===== src/rtl/rf_access_ctrl_if.sv =====
// Request/response bus between a requester and rf_access_ctrl.
// Request: req_valid/req_ready handshake carrying write flag, two addresses and write data.
// Response: rsp_valid/rsp_ready handshake carrying write echo and two read data words.
interface rf_access_ctrl_if;
  logic        req_valid;
  logic        req_ready;
  logic        req_write;
  logic [4:0]  req_addr_a;
  logic [4:0]  req_addr_b;
  logic [31:0] req_wdata;
  logic        rsp_valid;
  logic        rsp_ready;
  logic        rsp_write;
  logic [31:0] rsp_data_a;
  logic [31:0] rsp_data_b;

  // Requester side
  modport master (
    output req_valid, req_write, req_addr_a, req_addr_b, req_wdata, rsp_ready,
    input  req_ready, rsp_valid, rsp_write, rsp_data_a, rsp_data_b
  );

  // Controller side
  modport slave (
    input  req_valid, req_write, req_addr_a, req_addr_b, req_wdata, rsp_ready,
    output req_ready, rsp_valid, rsp_write, rsp_data_a, rsp_data_b
  );
endinterface


===== src/rtl/rf_access_ctrl.sv =====
// Purpose: sequences single write / dual read requests onto a register file with
//   1-cycle registered reads; one transaction in flight at a time.
// Latency: write accept -> rsp_valid after 1 edge; read accept -> rsp_valid after 2 edges.
// Backpressure: req_ready only in IDLE; response held in RESP until rsp_ready.
// Ports: clk, rst (sync active-high); bus (rf_access_ctrl_if.slave: req/rsp handshakes);
//   rf_w_data/rf_w_addr/rf_w_ena (RF write port); rf_ra_addr/rf_rb_addr out,
//   rf_ra_data/rf_rb_data in (RF read ports).
// Option: define RF_X0_ZERO_EN to make address 0 read as zero and ignore writes to it.
module rf_access_ctrl (
  input  logic               clk,
  input  logic               rst,
  rf_access_ctrl_if.slave    bus,
  output logic [31:0]        rf_w_data,
  output logic [4:0]         rf_w_addr,
  output logic               rf_w_ena,
  output logic [4:0]         rf_ra_addr,
  output logic [4:0]         rf_rb_addr,
  input  logic [31:0]        rf_ra_data,
  input  logic [31:0]        rf_rb_data
);

  localparam logic [2:0] IDLE    = 3'd0;
  localparam logic [2:0] WR      = 3'd1;
  localparam logic [2:0] RD      = 3'd2;
  localparam logic [2:0] RD_WAIT = 3'd3;
  localparam logic [2:0] RESP    = 3'd4;

  logic [2:0]  state_q,  state_d;
  logic        write_q,  write_d;
  logic [4:0]  addr_a_q, addr_a_d;
  logic [4:0]  addr_b_q, addr_b_d;
  logic [31:0] wdata_q,  wdata_d;
  logic [31:0] rsp_a_q,  rsp_a_d;
  logic [31:0] rsp_b_q,  rsp_b_d;

  // Read data as seen by the response path, with optional hardwired-zero address 0.
  logic [31:0] rd_a;
  logic [31:0] rd_b;

`ifdef RF_X0_ZERO_EN
  assign rd_a     = (addr_a_q == 5'd0) ? 32'd0 : rf_ra_data;
  assign rd_b     = (addr_b_q == 5'd0) ? 32'd0 : rf_rb_data;
  assign rf_w_ena = (state_q == WR) && (addr_a_q != 5'd0);
`else
  assign rd_a     = rf_ra_data;
  assign rd_b     = rf_rb_data;
  assign rf_w_ena = (state_q == WR);
`endif

  always_comb begin
    state_d  = state_q;
    write_d  = write_q;
    addr_a_d = addr_a_q;
    addr_b_d = addr_b_q;
    wdata_d  = wdata_q;
    rsp_a_d  = rsp_a_q;
    rsp_b_d  = rsp_b_q;
    case (state_q)
      IDLE: begin
        if (bus.req_valid) begin
          write_d  = bus.req_write;
          addr_a_d = bus.req_addr_a;
          addr_b_d = bus.req_addr_b;
          wdata_d  = bus.req_wdata;
          state_d  = bus.req_write ? WR : RD;
        end
      end
      WR: begin
        // Write acks carry zero data.
        rsp_a_d = 32'd0;
        rsp_b_d = 32'd0;
        state_d = RESP;
      end
      // RF samples the latched read addresses on the edge leaving RD.
      RD:      state_d = RD_WAIT;
      RD_WAIT: begin
        rsp_a_d = rd_a;
        rsp_b_d = rd_b;
        state_d = RESP;
      end
      RESP: begin
        if (bus.rsp_ready) state_d = IDLE;
      end
      default: state_d = IDLE;
    endcase
  end

  always_ff @(posedge clk) begin
    if (rst) begin
      state_q  <= IDLE;
      write_q  <= 1'b0;
      addr_a_q <= 5'd0;
      addr_b_q <= 5'd0;
      wdata_q  <= 32'd0;
      rsp_a_q  <= 32'd0;
      rsp_b_q  <= 32'd0;
    end else begin
      state_q  <= state_d;
      write_q  <= write_d;
      addr_a_q <= addr_a_d;
      addr_b_q <= addr_b_d;
      wdata_q  <= wdata_d;
      rsp_a_q  <= rsp_a_d;
      rsp_b_q  <= rsp_b_d;
    end
  end

  assign bus.req_ready  = (state_q == IDLE);
  assign bus.rsp_valid  = (state_q == RESP);
  assign bus.rsp_write  = write_q;
  assign bus.rsp_data_a = rsp_a_q;
  assign bus.rsp_data_b = rsp_b_q;

  assign rf_w_addr  = addr_a_q;
  assign rf_w_data  = wdata_q;
  assign rf_ra_addr = addr_a_q;
  assign rf_rb_addr = addr_b_q;

endmodule


===== src/flat_wrapper.sv =====
// flat-port wrapper written by rule: the top's interface ports become plain ports
module rf_access_ctrl_flat 
  (clk, rst, rf_w_data, rf_w_addr, rf_w_ena, rf_ra_addr, rf_rb_addr, rf_ra_data, rf_rb_data, bus_req_valid, bus_req_write, bus_req_addr_a, bus_req_addr_b, bus_req_wdata, bus_rsp_ready, bus_req_ready, bus_rsp_valid, bus_rsp_write, bus_rsp_data_a, bus_rsp_data_b);
  rf_access_ctrl_if bus_i ();
  input  logic clk;
  input  logic rst;
  output logic [31:0] rf_w_data;
  output logic [4:0] rf_w_addr;
  output logic rf_w_ena;
  output logic [4:0] rf_ra_addr;
  output logic [4:0] rf_rb_addr;
  input  logic [31:0] rf_ra_data;
  input  logic [31:0] rf_rb_data;
  input wire logic [$bits(bus_i.req_valid)-1:0] bus_req_valid;
  input wire logic [$bits(bus_i.req_write)-1:0] bus_req_write;
  input wire logic [$bits(bus_i.req_addr_a)-1:0] bus_req_addr_a;
  input wire logic [$bits(bus_i.req_addr_b)-1:0] bus_req_addr_b;
  input wire logic [$bits(bus_i.req_wdata)-1:0] bus_req_wdata;
  input wire logic [$bits(bus_i.rsp_ready)-1:0] bus_rsp_ready;
  output wire logic [$bits(bus_i.req_ready)-1:0] bus_req_ready;
  output wire logic [$bits(bus_i.rsp_valid)-1:0] bus_rsp_valid;
  output wire logic [$bits(bus_i.rsp_write)-1:0] bus_rsp_write;
  output wire logic [$bits(bus_i.rsp_data_a)-1:0] bus_rsp_data_a;
  output wire logic [$bits(bus_i.rsp_data_b)-1:0] bus_rsp_data_b;
  assign bus_i.req_valid = bus_req_valid;
  assign bus_i.req_write = bus_req_write;
  assign bus_i.req_addr_a = bus_req_addr_a;
  assign bus_i.req_addr_b = bus_req_addr_b;
  assign bus_i.req_wdata = bus_req_wdata;
  assign bus_i.rsp_ready = bus_rsp_ready;
  assign bus_req_ready = bus_i.req_ready;
  assign bus_rsp_valid = bus_i.rsp_valid;
  assign bus_rsp_write = bus_i.rsp_write;
  assign bus_rsp_data_a = bus_i.rsp_data_a;
  assign bus_rsp_data_b = bus_i.rsp_data_b;
  rf_access_ctrl u_core (.clk(clk), .rst(rst), .bus(bus_i), .rf_w_data(rf_w_data), .rf_w_addr(rf_w_addr), .rf_w_ena(rf_w_ena), .rf_ra_addr(rf_ra_addr), .rf_rb_addr(rf_rb_addr), .rf_ra_data(rf_ra_data), .rf_rb_data(rf_rb_data));
endmodule

===== config.mk =====
export PLATFORM = sky130hd
export DESIGN_NAME = rf_access_ctrl_flat
export DESIGN_NICKNAME = d
export VERILOG_FILES = /design/src/rtl/rf_access_ctrl_if.sv /design/src/rtl/rf_access_ctrl.sv /design/src/flat_wrapper.sv
export SDC_FILE = /design/constraint.sdc
export NUM_CORES = 1
export LEC_CHECK = 0
export ABC_AREA = 0
export CAP_MARGIN = 20
export CELL_PAD_IN_SITES_DETAIL_PLACEMENT = 2
export CELL_PAD_IN_SITES_GLOBAL_PLACEMENT = 2
export CORE_MARGIN = 1.5
export CORE_UTILIZATION = 20
export CTS_CLUSTER_SIZE = 28
export DETAILED_ROUTE_END_ITERATION = 16
export GPL_TIMING_DRIVEN = 0
export PLACE_DENSITY = 0.85
export SYNTH_ARGS = -nofsm -noshare
export SYNTH_HDL_FRONTEND = slang
export SYNTH_SLANG_ARGS = --single-unit

===== constraint.sdc =====
create_clock -name clk -period 1.8 [get_ports clk]
set_clock_uncertainty 0.1 [all_clocks]
set_input_delay 0.27 -clock clk [delete_from_list [all_inputs] [get_ports clk]]
set_output_delay 0.27 -clock clk [all_outputs]
set_load 0.005 [all_outputs]

## Word-level counts from Yosys, hierarchy flattened

Index checks and enable logic that the tools add are counted.

- Register bits: 110
- Word-level logic and storage cells: 24
- Output and inout port bits: 115
- Bits of input ports: 111

- Multiplexer cells: 6
- Eq/ne operators: 6
- Reductions and logical operators: 5

Operators by type and width:

| kind | count |
|---|---|
| one-hot mux 32 bit (2 select lines) | 2 |
| one-hot mux 3 bit (4 select lines) | 1 |
| equality test 3 x 2 -> 1 bit, second input constant | 2 |
| two-way mux 3 bit | 2 |
| inequality test 2 bit, second input constant | 2 |
| AND reduction 2 bit | 2 |
| equality test 3 x 1 -> 1 bit, second input constant | 1 |
| equality test 3 bit, second input constant | 1 |
| logical NOT 3 bit | 1 |
| two-way mux 2 bit | 1 |
| nonzero test 2 bit | 1 |
| OR reduction 2 bit | 1 |

## Logic depth before layout (Yosys ltp)

Gate-level depths: netlist (run 1).

- Word-level depth: 3
- Mapped depth: 6
- Depth with buffers taken out: 3

## Least setup slack after synthesis (run 1)

OpenSTA, ideal clock, no wires.

- Path type: register to register
- Start: reg u_core.state_q[2]
- End: reg u_core.addr_a_q[0] (netlist: u_core.rf_ra_addr[0])
- Required time: 1.568 ns
- Stages on the path, launching flop included: 7
- Slack: 0.254 ns
- Path buffers: 3
- Data arrival time: 1.314 ns
- Library setup time: 0.132 ns
- Period minus slack after synthesis: 1.546 ns
- Cells stage by stage: dfxtp_1 > buf_6 > or4b_4 > buf_6 > buf_8 > nand2_1 > a21oi_1

- Longest elaborated chain between the ends: 2

RTL lines:

| element | line | source |
|---|---|---|
| from (decl) | rf_access_ctrl.sv:28 | `logic [2:0] state_q, state_d;` |
| from (signal assigned) | rf_access_ctrl.sv:98 | `state_q <= state_d;` |
| logical NOT 3 bit | rf_access_ctrl.sv:58 | `case (state_q)` |
| AND reduction 2 bit (no line) | - |  |
| to (signal assigned) | rf_access_ctrl.sv:100 | `addr_a_q <= addr_a_d;` |
| to (decl) | rf_access_ctrl.sv:30 | `logic [4:0] addr_a_q, addr_a_d;` |

No other way between the ends.
A chain may end at the register's enable or synchronous reset.

## Worst setup path in the final report (run 1)

- Start: reg u_core.state_q[2]
- End: out rf_w_ena

- Longest elaborated chain between the ends: 1

RTL lines:

| element | line | source |
|---|---|---|
| equality test 3 x 1 -> 1 bit | rf_access_ctrl.sv:47 | `assign rf_w_ena = (state_q == WR);` |
| to (decl) | flat_wrapper.sv:9 | `output logic rf_w_ena;` |

No other way between the ends.

==> results of run 1 <==
==> synth_stat cells, drive strengths merged <==
library cell	number	area [um^2]
a21oi	109	545.5
and2b	1	7.510
buf	33	224.0
clkbuf	17	63.81
dfxtp	110	2202
inv	1	3.750
mux2	1	11.26
nand2	151	566.8
nand2b	1	6.260
nand3	64	320.3
nor2	2	7.510
nor3	1	5.000
nor3b	1	7.510
nor4	2	12.51
nor4b	1	23.77
o21ai	1	5.000
or4b	1	13.76
==> metal layers <==
metal	GRT usage [%]	share of wire (%)	up-vias
met5	0	0	-
met4	4.306	1.1	0
met3	5.989	9.6	13
met2	29.42	50	150
met1	17.69	40	2092
li1	-	-	2111
==> logic make-up after synthesis <==
| family | count (synthesis) | share of synthesized area, % |
|---|---|---|
| AND/OR/NAND/NOR | 225 | 24.11 |
| multiplexers | 1 | 0.2797 |
| AO/OA/AOI/OAI | 110 | 13.67 |
| flip-flops | 110 | 54.69 |
| buffers and inverters | 51 | 7.241 |
==> stage by stage <==
stage	hold slack [ns]	worst slack (ns)	util, %	total power, mW	instance area, um^2
after floorplan	0.3060	0.2538	-	3.028	4026
after global placement	0.3373	-0.4046	33.69	3.641	6600
after detailed placement	0.3467	-0.4298	33.69	3.674	6600
after CTS	0.2341	-0.08128	35.70	5.965	6994
after global routing	0.2461	-0.02093	35.72	6.170	6998
final	0.2326	0.04082	35.72	5.848	6998
==> sequential cells by signal, indices dropped and copies added, names as in the netlist <==
name and count:
u_core.bus.rsp_data_a 32, u_core.bus.rsp_data_b 32, u_core.bus.rsp_write 1, u_core.rf_ra_addr 5
u_core.rf_rb_addr 5, u_core.rf_w_data 32, u_core.state_q 3
==> cell usage in the layout (no fill, tap or decap), types with 2 or more instances in the layout <==
cell type / instances
sky130_fd_sc_hd__clkbuf_1: 16
sky130_fd_sc_hd__clkdlybuf4s50_1: 221
sky130_fd_sc_hd__buf_2: 12
sky130_fd_sc_hd__clkinv_2: 2
sky130_fd_sc_hd__bufinv_16: 2
sky130_fd_sc_hd__dfxtp_1: 108
sky130_fd_sc_hd__buf_4: 12
sky130_fd_sc_hd__nor4_1: 2
sky130_fd_sc_hd__clkbuf_2: 2
sky130_fd_sc_hd__clkbuf_16: 9
sky130_fd_sc_hd__nand2_1: 151
sky130_fd_sc_hd__clkinvlp_4: 2
sky130_fd_sc_hd__nand3_1: 64
sky130_fd_sc_hd__buf_6: 2
sky130_fd_sc_hd__a21oi_1: 109
sky130_fd_sc_hd__buf_8: 6
sky130_fd_sc_hd__buf_1: 3
==> cell type report <==
cell class              instances  share of cell area [%]
flip-flops and latches        110                   31.54
well taps                     265                   4.738
repair buffers                228                   32.31
inverters                       1                 0.05364
multi-input cells             336                   22.28
clock buffers                  10                   3.415
plain buffers                  48                   4.452
clock inverters                 6                   1.216
==> power by group <==
group	internal (mW)	leakage, nW	switching (mW)
Clock	1.26	0.154	0.976
Sequential	2.53	0.895	0.0581
Combinational	0.565	1.37	0.462
==> path summary, 6_finish.rpt <==
check,from,endpoint,cells past startpoint
worst max-delay path,u_core.state_q[2],rf_w_ena,6
worst min-delay path,rst,u_core.bus.rsp_data_b[21],2
worst max register to register,u_core.state_q[0],u_core.rf_w_data[5],6
worst min register to register,u_core.bus.rsp_data_b[14],u_core.bus.rsp_data_b[14],2
==> repair_timing <==
| action | in CTS | in global routing |
|---|---|---|
| setup buffers | 4 | 0 |
| pin swaps | 1 | 0 |
| endpoints found under the setup margin | 44 | 33 |
| hold buffers | 0 | 0 |
| resized for setup | 21 | 10 |
==> parameters.txt, run 1 <==
Parameter                              Value

Logic synthesis
  Per-instance average area after synthesis ... 8.101 um^2
  Post-Syn Instances ... 497
  Number of flip-flops and latches in the synthesized netlist ... between 100 and 150
  Summed instance area of the synthesized netlist ... 4026 um^2
  Sequential share of the synthesized area ... 54.69%
  Syn nets ... around 610
  Unique cell type count in the Yosys netlist ... 21
  Synth Warn # ... 0

Floorplanning
  Overall die area ... 20990 um^2
  Floorplan Core Area ... 19590 um^2
  Starting density of the core ... 20.55%
  I/O pin count ... 226
  Number of placement rows ... 51
  Width of the die ... 144.9 um
  Vertical die dimension ... 144.9 um

Route
  Initial DRC count ... 80
  Vias per std cell ... 4.349
  Total detailed-routing wirelength ... 16890 um
  Number of remaining DRC errors ... 0
  WL per Instance ... 16.83 um
  Vias after detailed routing ... 4366
  Number of routed nets with antenna violations ... 0
  Detailed-routing iteration count for the pre-antenna-repair pass ... 6

Layout
  Number of inserted filler cells in the final layout ... 2208
  Register cell area after layout ... 2207 um^2
  Area growth from synthesis to layout ... 73.80%
  Number of nets in the finished design ... 845
  Multi-input logic area ... 1559 um^2
  Cell Count, Final, Fillers Out ... 1004
  Antenna diode count ... 0
  Fraction of final layout cells with drive strength greater than 1 ... 7.984%

Power and ir drop
  VDD IR-drop max ... 0.0004009 V
  Pleak ... 2.418 nW
  Power Density ... 835.7 nW/um^2

Clocking
  Clk root buf ... sky130_fd_sc_hd__clkbuf_16
  CTS tree ... done
  Skew-Pair Late Insertion Delay ... 0.35 ns
  Number of sinks on the clock net ... 110
  Number of clock buffers inserted by TritonCTS ... 9
  Clock Pin Slew Worst Setup and Hold Paths ... roughly 0.07 ns
  Htree depth ... 3
  Clk buf depth ... 2

Global routing
  Initial antenna violation count ... 0
  Pin count of the biggest net entering global routing ... 18
  Wire length of the first global-routing pass ... 25910 um
  Leftover overflow at the end of global routing ... 0
  Total track usage ... 16.22%
  Via count of the first global-routing pass ... 4789

Timing
  Final Hold Vio Count ... 0
  Final slew viol count ... 0
  Post-layout minimum cycle time ... about 1.8 ns
  Transition time of the tightest slew-check pin ... 0.6423 ns
  Achievable frequency ... roughly 570 MHz
  Max transition margin ... 57.18%
  Final clock period utilization by the worst path ... 97.73%
  Final setup violation count ... 0
  Setup TNS ... 0 ns
  RSZ-0062 raised after global routing ... true

Worst setup path
  Setup Crit Path Kind ... register to output pin
  Flop2flop setup slack ... 0.11 ns
  Critical path's top delay family ... buffers and inverters
  Cell with the biggest individual delay on the critical path ... sky130_fd_sc_hd__dfxtp_2
  Number of buffers and inverters on the critical path ... 4
  Biggest fanout along the worst timing path ... 10
  Required @ worst endpoint ... 1.43 ns
  Worst EP arrival ... 1.39 ns
  Kind of end point of the critical path ... output pin
  Slowest cell delay on critical path ... 0.33 ns
  Most Frequent Cell on Critical Path ... sky130_fd_sc_hd__buf_8
  Startpoint type of the worst setup path ... register
  Cell-by-cell trace of the critical path ... buf_6, nand2b_4, buf_8, buf_8, nor2_4, buf_2

Placed design
  Number of instances in the placed design ... 986
  Last weighted congestion value of the routability-driven placer ... 0.6933
  Port bufs ... 224
  Half-perimeter wire length after placement ... approximately 13000 um

Run status
  Run status ... finished, final reports clean

Flow run
  Maximum capacitance violations ... 0

Worst hold path
  Type of the tightest min-delay check ... input pin to register
No activity file was read; power rests on OpenSTA's default activity.
==> run 2, diff against run 1 <==
--- a/config.mk
+++ b/config.mk
@@ -11,10 +11,12 @@
 export CELL_PAD_IN_SITES_GLOBAL_PLACEMENT = 2
 export CORE_MARGIN = 1.5
 export CORE_UTILIZATION = 20
+export CTS_CLUSTER_DIAMETER = 150
 export CTS_CLUSTER_SIZE = 28
 export DETAILED_ROUTE_END_ITERATION = 16
 export GPL_TIMING_DRIVEN = 0
 export PLACE_DENSITY = 0.85
+export SKIP_CTS_REPAIR_TIMING = 1
 export SYNTH_ARGS = -nofsm -noshare
 export SYNTH_HDL_FRONTEND = slang
 export SYNTH_SLANG_ARGS = --single-unit
==> run 2 against run 1 <==
Compared with the run above:
- critical endpoint unchanged
- first-iteration DRC count rose by 2.5%
- global-route usage fell by 0.16 points
- core utilization fell by 0.083 points
==> parameters.txt, run 2 (same netlist as run 1, synthesis figures left out) <==
Parameter                              Value

Worst setup path
  Crit path capture ... rf_w_ena
  Reg2Reg Depth ... 6
  Cell with the biggest individual delay on the critical path ... sky130_fd_sc_hd__dfxtp_2
  Number of gates on the worst path with buffers counted ... 6
  Biggest fanout along the worst timing path ... 10
  Kind of end point of the critical path ... output pin
  Most Frequent Cell on Critical Path ... sky130_fd_sc_hd__buf_8
  Cell-by-cell trace of the critical path ... buf_6, nand2b_4, buf_8, buf_8, nor2_4, buf_2
  Startpoint of the most critical register-to-register path ... u_core.state_q[0]
  Flop2flop setup slack ... 0.12 ns
  Required @ worst endpoint ... 1.43 ns
  Setup Crit Path Kind ... register to output pin
  Worst r2r dst ... u_core.rf_w_data[5]
  Worst EP arrival ... 1.43 ns
  Startpoint type of the worst setup path ... register
  Number of buffers and inverters on the critical path ... 4
  Critical path's top delay family ... buffers and inverters
  Worst setup path startpoint ... u_core.state_q[2]
  Slowest cell delay on critical path ... around 0.33 ns

Timing
  Final clock period utilization by the worst path ... 99.76%
  Transition time of the tightest slew-check pin ... 0.6412 ns
  Final Hold Vio Count ... 0
  RSZ-0062 raised after global routing ... true
  Final slew viol count ... 0
  Max transition margin ... 57.26%
  Final setup violation count ... 0
  Achievable frequency ... around 560 MHz
  Post-layout minimum cycle time ... 1.796 ns

Route
  Total detailed-routing wirelength ... 16890 um
  Number of routed nets with antenna violations ... 0
  WL per Instance ... 16.82 um
  Detailed-routing iteration count for the pre-antenna-repair pass ... 4
  Vias per std cell ... 4.351
  Initial DRC count ... 82
  Vias after detailed routing ... 4368
  Number of remaining DRC errors ... 0

Floorplanning
  Width of the die ... 144.9 um
  Overall die area ... 20990 um^2
  Floorplan Core Area ... 19590 um^2
  I/O pin count ... 226
  Vertical die dimension ... 144.9 um
  Starting density of the core ... 20.55%
  Number of placement rows ... 51

Clocking
  Clock Pin Slew Worst Setup and Hold Paths ... 0.07 ns
  Number of sinks on the clock net ... 110
  Htree depth ... 3
  Skew-Pair Late Insertion Delay ... about 0.35 ns
  Number of clock buffers inserted by TritonCTS ... 9
  Clk buf depth ... 2
  Clk root buf ... sky130_fd_sc_hd__clkbuf_16
  CTS tree ... done

Placed design
  Port bufs ... around 220
  Number of instances in the placed design ... 986
  Half-perimeter wire length after placement ... about 13000 um
  Last weighted congestion value of the routability-driven placer ... 0.6933

Global routing
  Total track usage ... 16.06%
  Wire length of the first global-routing pass ... 25660 um
  Via count of the first global-routing pass ... 4747
  Initial antenna violation count ... 0
  Leftover overflow at the end of global routing ... 0
  Pin count of the biggest net entering global routing ... 18

Power and ir drop
  Switching share of power ... 25.48%
  Psw ... 1.486 mW
  Power Density ... approximately 840 nW/um^2
  VDD IR-drop max ... 0.0004089 V
  P_int ... 4.347 mW
  Pleak ... about 2.4 nW
  Share of total power in sequential cells ... 44.3%
  Clock network fraction of total power ... 38.1%
  Relative contribution of combinational cells to total power ... 17.6%

Layout
  Antenna diode count ... 0
  Area growth from synthesis to layout ... 73.40%
  Number of nets in the finished design ... 845
  Commonest cells after routing, fill and taps aside ... sky130_fd_sc_hd__clkdlybuf4s50_1 (221), sky130_fd_sc_hd__nand2_1 (151), sky130_fd_sc_hd__a21oi_1 (109), sky130_fd_sc_hd__dfxtp_1 (109), sky130_fd_sc_hd__nand3_1 (64)
  Number of inserted filler cells in the final layout ... 2207
  Fraction of final layout cells with drive strength greater than 1 ... 7.578%
  Most common cell after layout, fill and taps aside ... sky130_fd_sc_hd__clkdlybuf4s50_1
  Cell Count, Final, Fillers Out ... 1004
  Core Util, Final ... 35.64%

Run status
  Run status ... finished, final reports clean

Worst hold path
  Type of the tightest min-delay check ... input pin to register

Flow run
  Maximum capacitance violations ... 0
-- run 2: cell types whose count changed in the layout (fill, tap and decap cells not counted), sizes merged --
cell,delta
dlymetal6s2s,+1
dlygate4sd2,-1
-- run 2: power groups by stage --
stage                     logic (mW)  clock network [mW]  registers [mW]
after floorplan                0.385                   0            2.64
after detailed placement        1.03                   0            2.64
final                           1.03                2.22            2.58
after CTS                       1.04                2.32            2.58
after global placement          1.01                   0            2.63
after global routing            1.13                2.43            2.60
-- run 2: per-stage QoR --
| step | area [um^2] | hold WS [ns] | setup slack [ns] | power [mW] | TNS, ns |
|---|---|---|---|---|---|
| floorplan | 4026 | 0.3060 | 0.2538 | 3.028 | 0 |
| global placement | 6600 | 0.3373 | -0.4046 | 3.641 | -13.32 |
| detailed placement | 6600 | 0.3467 | -0.4298 | 3.674 | -16.54 |
| CTS | 6924 | 0.2341 | -0.8452 | 5.937 | -3.890 |
| global route | 6982 | 0.2460 | -0.06002 | 6.157 | -0.1144 |
| finish | 6982 | 0.2268 | 0.004285 | 5.833 | 0 |
-- run 2: layout make-up --
class	count	area [um^2]	share of cell area (%)
buffer	50	316.6	4.534
clock buffer	10	239.0	3.423
clock inverter	6	85.08	1.219
inverter	1	3.754	0.05376
multi-input combinational	336	1553	22.24
sequential	110	2203	31.56
tap	265	331.6	4.749
timing repair buffer	226	2250	32.22
-- run 2: how the worst min path moves through the flow --
stage / slack, ns / depth (start not counted) / start / end
CTS: 0.23 / 2 / rst / u_core.bus.rsp_data_b[22]
floorplan: 0.31 / 2 / bus_req_write / u_core.bus.rsp_write
detailed placement: 0.35 / 2 / u_core.bus.rsp_data_a[22] / u_core.bus.rsp_data_a[22]
global route: 0.25 / 2 / rst / u_core.bus.rsp_data_b[26]
global placement: 0.34 / 2 / u_core.bus.rsp_data_b[13] / u_core.bus.rsp_data_b[13]
finish: 0.23 / 2 / rst / u_core.bus.rsp_data_b[21]
-- run 2: routing by layer --
metal	part of all wire (%)	track usage (%)	vias up
met5	0	0	-
met4	0.95	4.306	0
met3	9.7	6.153	11
met2	50	29.05	145
met1	39	17.42	2100
li1	-	-	2112
-- run 2: worst reg2reg max path, delay by kind of cell (launching register included) --
family | cells | cell delay [ns]
buffers and inverters | 3 | 0.48
flip-flops | 1 | 0.31
AND/OR/NAND/NOR | 2 | 0.60
AO/OA/AOI/OAI | 1 | 0.06
==> run 3, diff against run 2 <==
--- a/config.mk
+++ b/config.mk
@@ -6,10 +6,9 @@
 export NUM_CORES = 1
 export LEC_CHECK = 0
 export ABC_AREA = 0
-export CAP_MARGIN = 20
 export CELL_PAD_IN_SITES_DETAIL_PLACEMENT = 2
 export CELL_PAD_IN_SITES_GLOBAL_PLACEMENT = 2
-export CORE_MARGIN = 1.5
+export CORE_MARGIN = 1
 export CORE_UTILIZATION = 20
 export CTS_CLUSTER_DIAMETER = 150
 export CTS_CLUSTER_SIZE = 28
==> run 3 against run 2 <==
Compared with the run above:
- maximum frequency grew 0.23%
- non-clock buffer count shrank 1
- sequential share of layout area grew 0.22 points
- register-to-register slack is essentially flat
- flip-flop and latch count is the same
- largest power group unchanged
- sequential power is essentially flat
- final cell count is essentially flat
- via count shrank 0.14%
- core utilization shrank 0.25 points
==> parameters.txt, run 3 (same netlist as run 1, synthesis figures left out) <==
Parameter                              Value

Global routing
  Leftover overflow at the end of global routing ... 0
  Initial antenna violation count ... 0
  Via count of the first global-routing pass ... 4758
  Total track usage ... 16.90%
  Pin count of the biggest net entering global routing ... 19
  Wire length of the first global-routing pass ... 25970 um

Clocking
  Clock Pin Slew Worst Setup and Hold Paths ... 0.07 ns
  Number of sinks on the clock net ... 110
  Clk buf depth ... 2
  Number of clock buffers inserted by TritonCTS ... 9
  CTS tree ... done
  Htree depth ... 3
  Skew-Pair Late Insertion Delay ... 0.36 ns
  Clk root buf ... sky130_fd_sc_hd__clkbuf_16

Placed design
  Pre-CTS setup slack ... -0.3754 ns
  Port bufs ... 224
  Last weighted congestion value of the routability-driven placer ... 0.7027
  DP Area ... 6600 um^2
  Half-perimeter wire length after placement ... roughly 13000 um

Floorplanning
  Floorplan Core Area ... 19590 um^2
  Overall die area ... about 21000 um^2
  I/O pin count ... 226
  Number of placement rows ... approximately 50
  Width of the die ... ~140 um
  Starting density of the core ... 20.55%
  Vertical die dimension ... 143.9 um

Flow run
  Maximum capacitance violations ... 0

Layout
  Area growth from synthesis to layout ... 72.19%
  Commonest cells after routing, fill and taps aside ... sky130_fd_sc_hd__clkdlybuf4s50_1 (221), sky130_fd_sc_hd__nand2_1 (151), sky130_fd_sc_hd__a21oi_1 (109), sky130_fd_sc_hd__dfxtp_1 (109), sky130_fd_sc_hd__nand3_1 (64)
  Core Util, Final ... 35.39%
  Fraction of final layout cells with drive strength greater than 1 ... under 10%
  Antenna diode count ... 0
  Most common cell after layout, fill and taps aside ... sky130_fd_sc_hd__clkdlybuf4s50_1
  Number of nets in the finished design ... 844
  Layout Cell Area excl Fill ... 6933 um^2

Route
  Total detailed-routing wirelength ... about 17000 um
  Vias after detailed routing ... 4362
  Number of routed nets with antenna violations ... 0
  Vias per std cell ... 4.349
  Initial DRC count ... between 60 and 70
  Detailed-routing iteration count for the pre-antenna-repair pass ... 4
  WL per Instance ... 17.12 um
  Number of remaining DRC errors ... 0

Run status
  Run status ... finished, final reports clean

Worst hold path
  Worst min-delay path endpoint ... u_core.bus.rsp_data_b[20]
  Type of the tightest min-delay check ... input pin to register
  Worst Hold Launch ... rst
  Hold path cells ... 2

Worst setup path
  Setup Crit Path Kind ... register to output pin
  Reg2Reg Depth ... 6
  Flop2flop setup slack ... ~0.11 ns
  Required @ worst endpoint ... 1.43 ns
  Startpoint of the most critical register-to-register path ... u_core.state_q[0]
  Biggest fanout along the worst timing path ... 10
  Startpoint type of the worst setup path ... register
  Worst EP arrival ... ~1.4 ns
  Kind of end point of the critical path ... output pin
  Worst r2r dst ... u_core.rf_ra_addr[1]

Timing
  Final setup violation count ... 0
  Transition time of the tightest slew-check pin ... roughly 0.67 ns
  Final clock period utilization by the worst path ... 99.53%
  Max transition margin ... between 50% and 60%
  Final slew viol count ... 0
  RSZ-0062 raised after global routing ... true
  Post-layout minimum cycle time ... about 1.8 ns
  Final Hold Vio Count ... 0
  Achievable frequency ... ~560 MHz
  Post-route worst setup slack ... 0.008473 ns
  Tightest hold margin ... 0.2275 ns

Power and ir drop
  Power after layout ... 5.577 mW
  Power Density ... around 800 nW/um^2
  VDD IR-drop max ... a little over 0.0004 V
  Pleak ... approximately 2.4 nW
[run 3: changes by cell type in the layout (fill, tap and decap cells not counted)]
cell / before / now
sky130_fd_sc_hd__buf_8: 6 / 4
sky130_fd_sc_hd__bufinv_16: 2 / 0
sky130_fd_sc_hd__buf_2: 13 / 14
sky130_fd_sc_hd__inv_6: 0 / 3
sky130_fd_sc_hd__clkinvlp_4: 2 / 0
sky130_fd_sc_hd__buf_4: 10 / 9
sky130_fd_sc_hd__nor3b_2: 1 / 0
sky130_fd_sc_hd__clkbuf_1: 17 / 18
sky130_fd_sc_hd__clkbuf_8: 1 / 0
sky130_fd_sc_hd__dlymetal6s2s_1: 1 / 0
sky130_fd_sc_hd__clkinv_4: 0 / 1
sky130_fd_sc_hd__nor3b_4: 0 / 1
sky130_fd_sc_hd__buf_12: 0 / 2
[run 3: critical path, stage by stage (launching register included)]
cell and delay [ns]:
sky130_fd_sc_hd__dfxtp_1 0.31, sky130_fd_sc_hd__buf_6 0.13, sky130_fd_sc_hd__nand2b_4 0.16, sky130_fd_sc_hd__buf_12 0.15
sky130_fd_sc_hd__buf_12 0.14, sky130_fd_sc_hd__nor2_4 0.06, sky130_fd_sc_hd__buf_2 0.11
[run 3: routing by layer]
metal  global-route usage (%)  vias to the layer above  routed length [um]  part of all wire, %
met5                        0                        -                   0                    0
met4                    5.095                        0                 207                  1.2
met3                    6.931                       15                1734                   10
met2                    31.32                      161                8760                   51
met1                    17.10                     2070                6471                   38
li1                         -                     2116                   -                    -
[run 3: stage by stage]
stage / cells / setup TNS (ns)
finish: 1003 / 0
detailed placement: 986 / -11.12
floorplan: 497 / 0
global route: 1003 / -0.1546
CTS: 1002 / -1.870
global placement: 986 / -10.65
[run 3: layout make-up]
type | instances | area [um^2]
multi-input combinational | 336 | 1559
fill | 2251 | 12660
timing repair buffer | 225 | 2235
clock buffer | 10 | 229.0
tap | 265 | 331.6
clock inverter | 6 | 45.04
inverter | 1 | 3.754
buffer | 50 | 326.6
sequential | 110 | 2203
[run 3: report_power, final]
part	internal (mW)	switching, mW	leakage [nW]
Clock	0.956	1.00	0.138
Sequential	2.53	0.0523	0.894
Combinational	0.560	0.474	1.36
[run 3: how the worst max path moves through the flow]
stage                           start                   end  slack (ns)  cells after the start
detailed placement  u_core.state_q[2]              rf_w_ena       -0.38                      6
CTS                 u_core.state_q[2]              rf_w_ena       -0.79                      6
finish              u_core.state_q[2]              rf_w_ena       0.008                      6
floorplan           u_core.state_q[2]  u_core.rf_ra_addr[0]        0.25                      6
global placement    u_core.state_q[2]              rf_w_ena       -0.39                      6
global route        u_core.state_q[1]         bus_rsp_valid       -0.07                      4
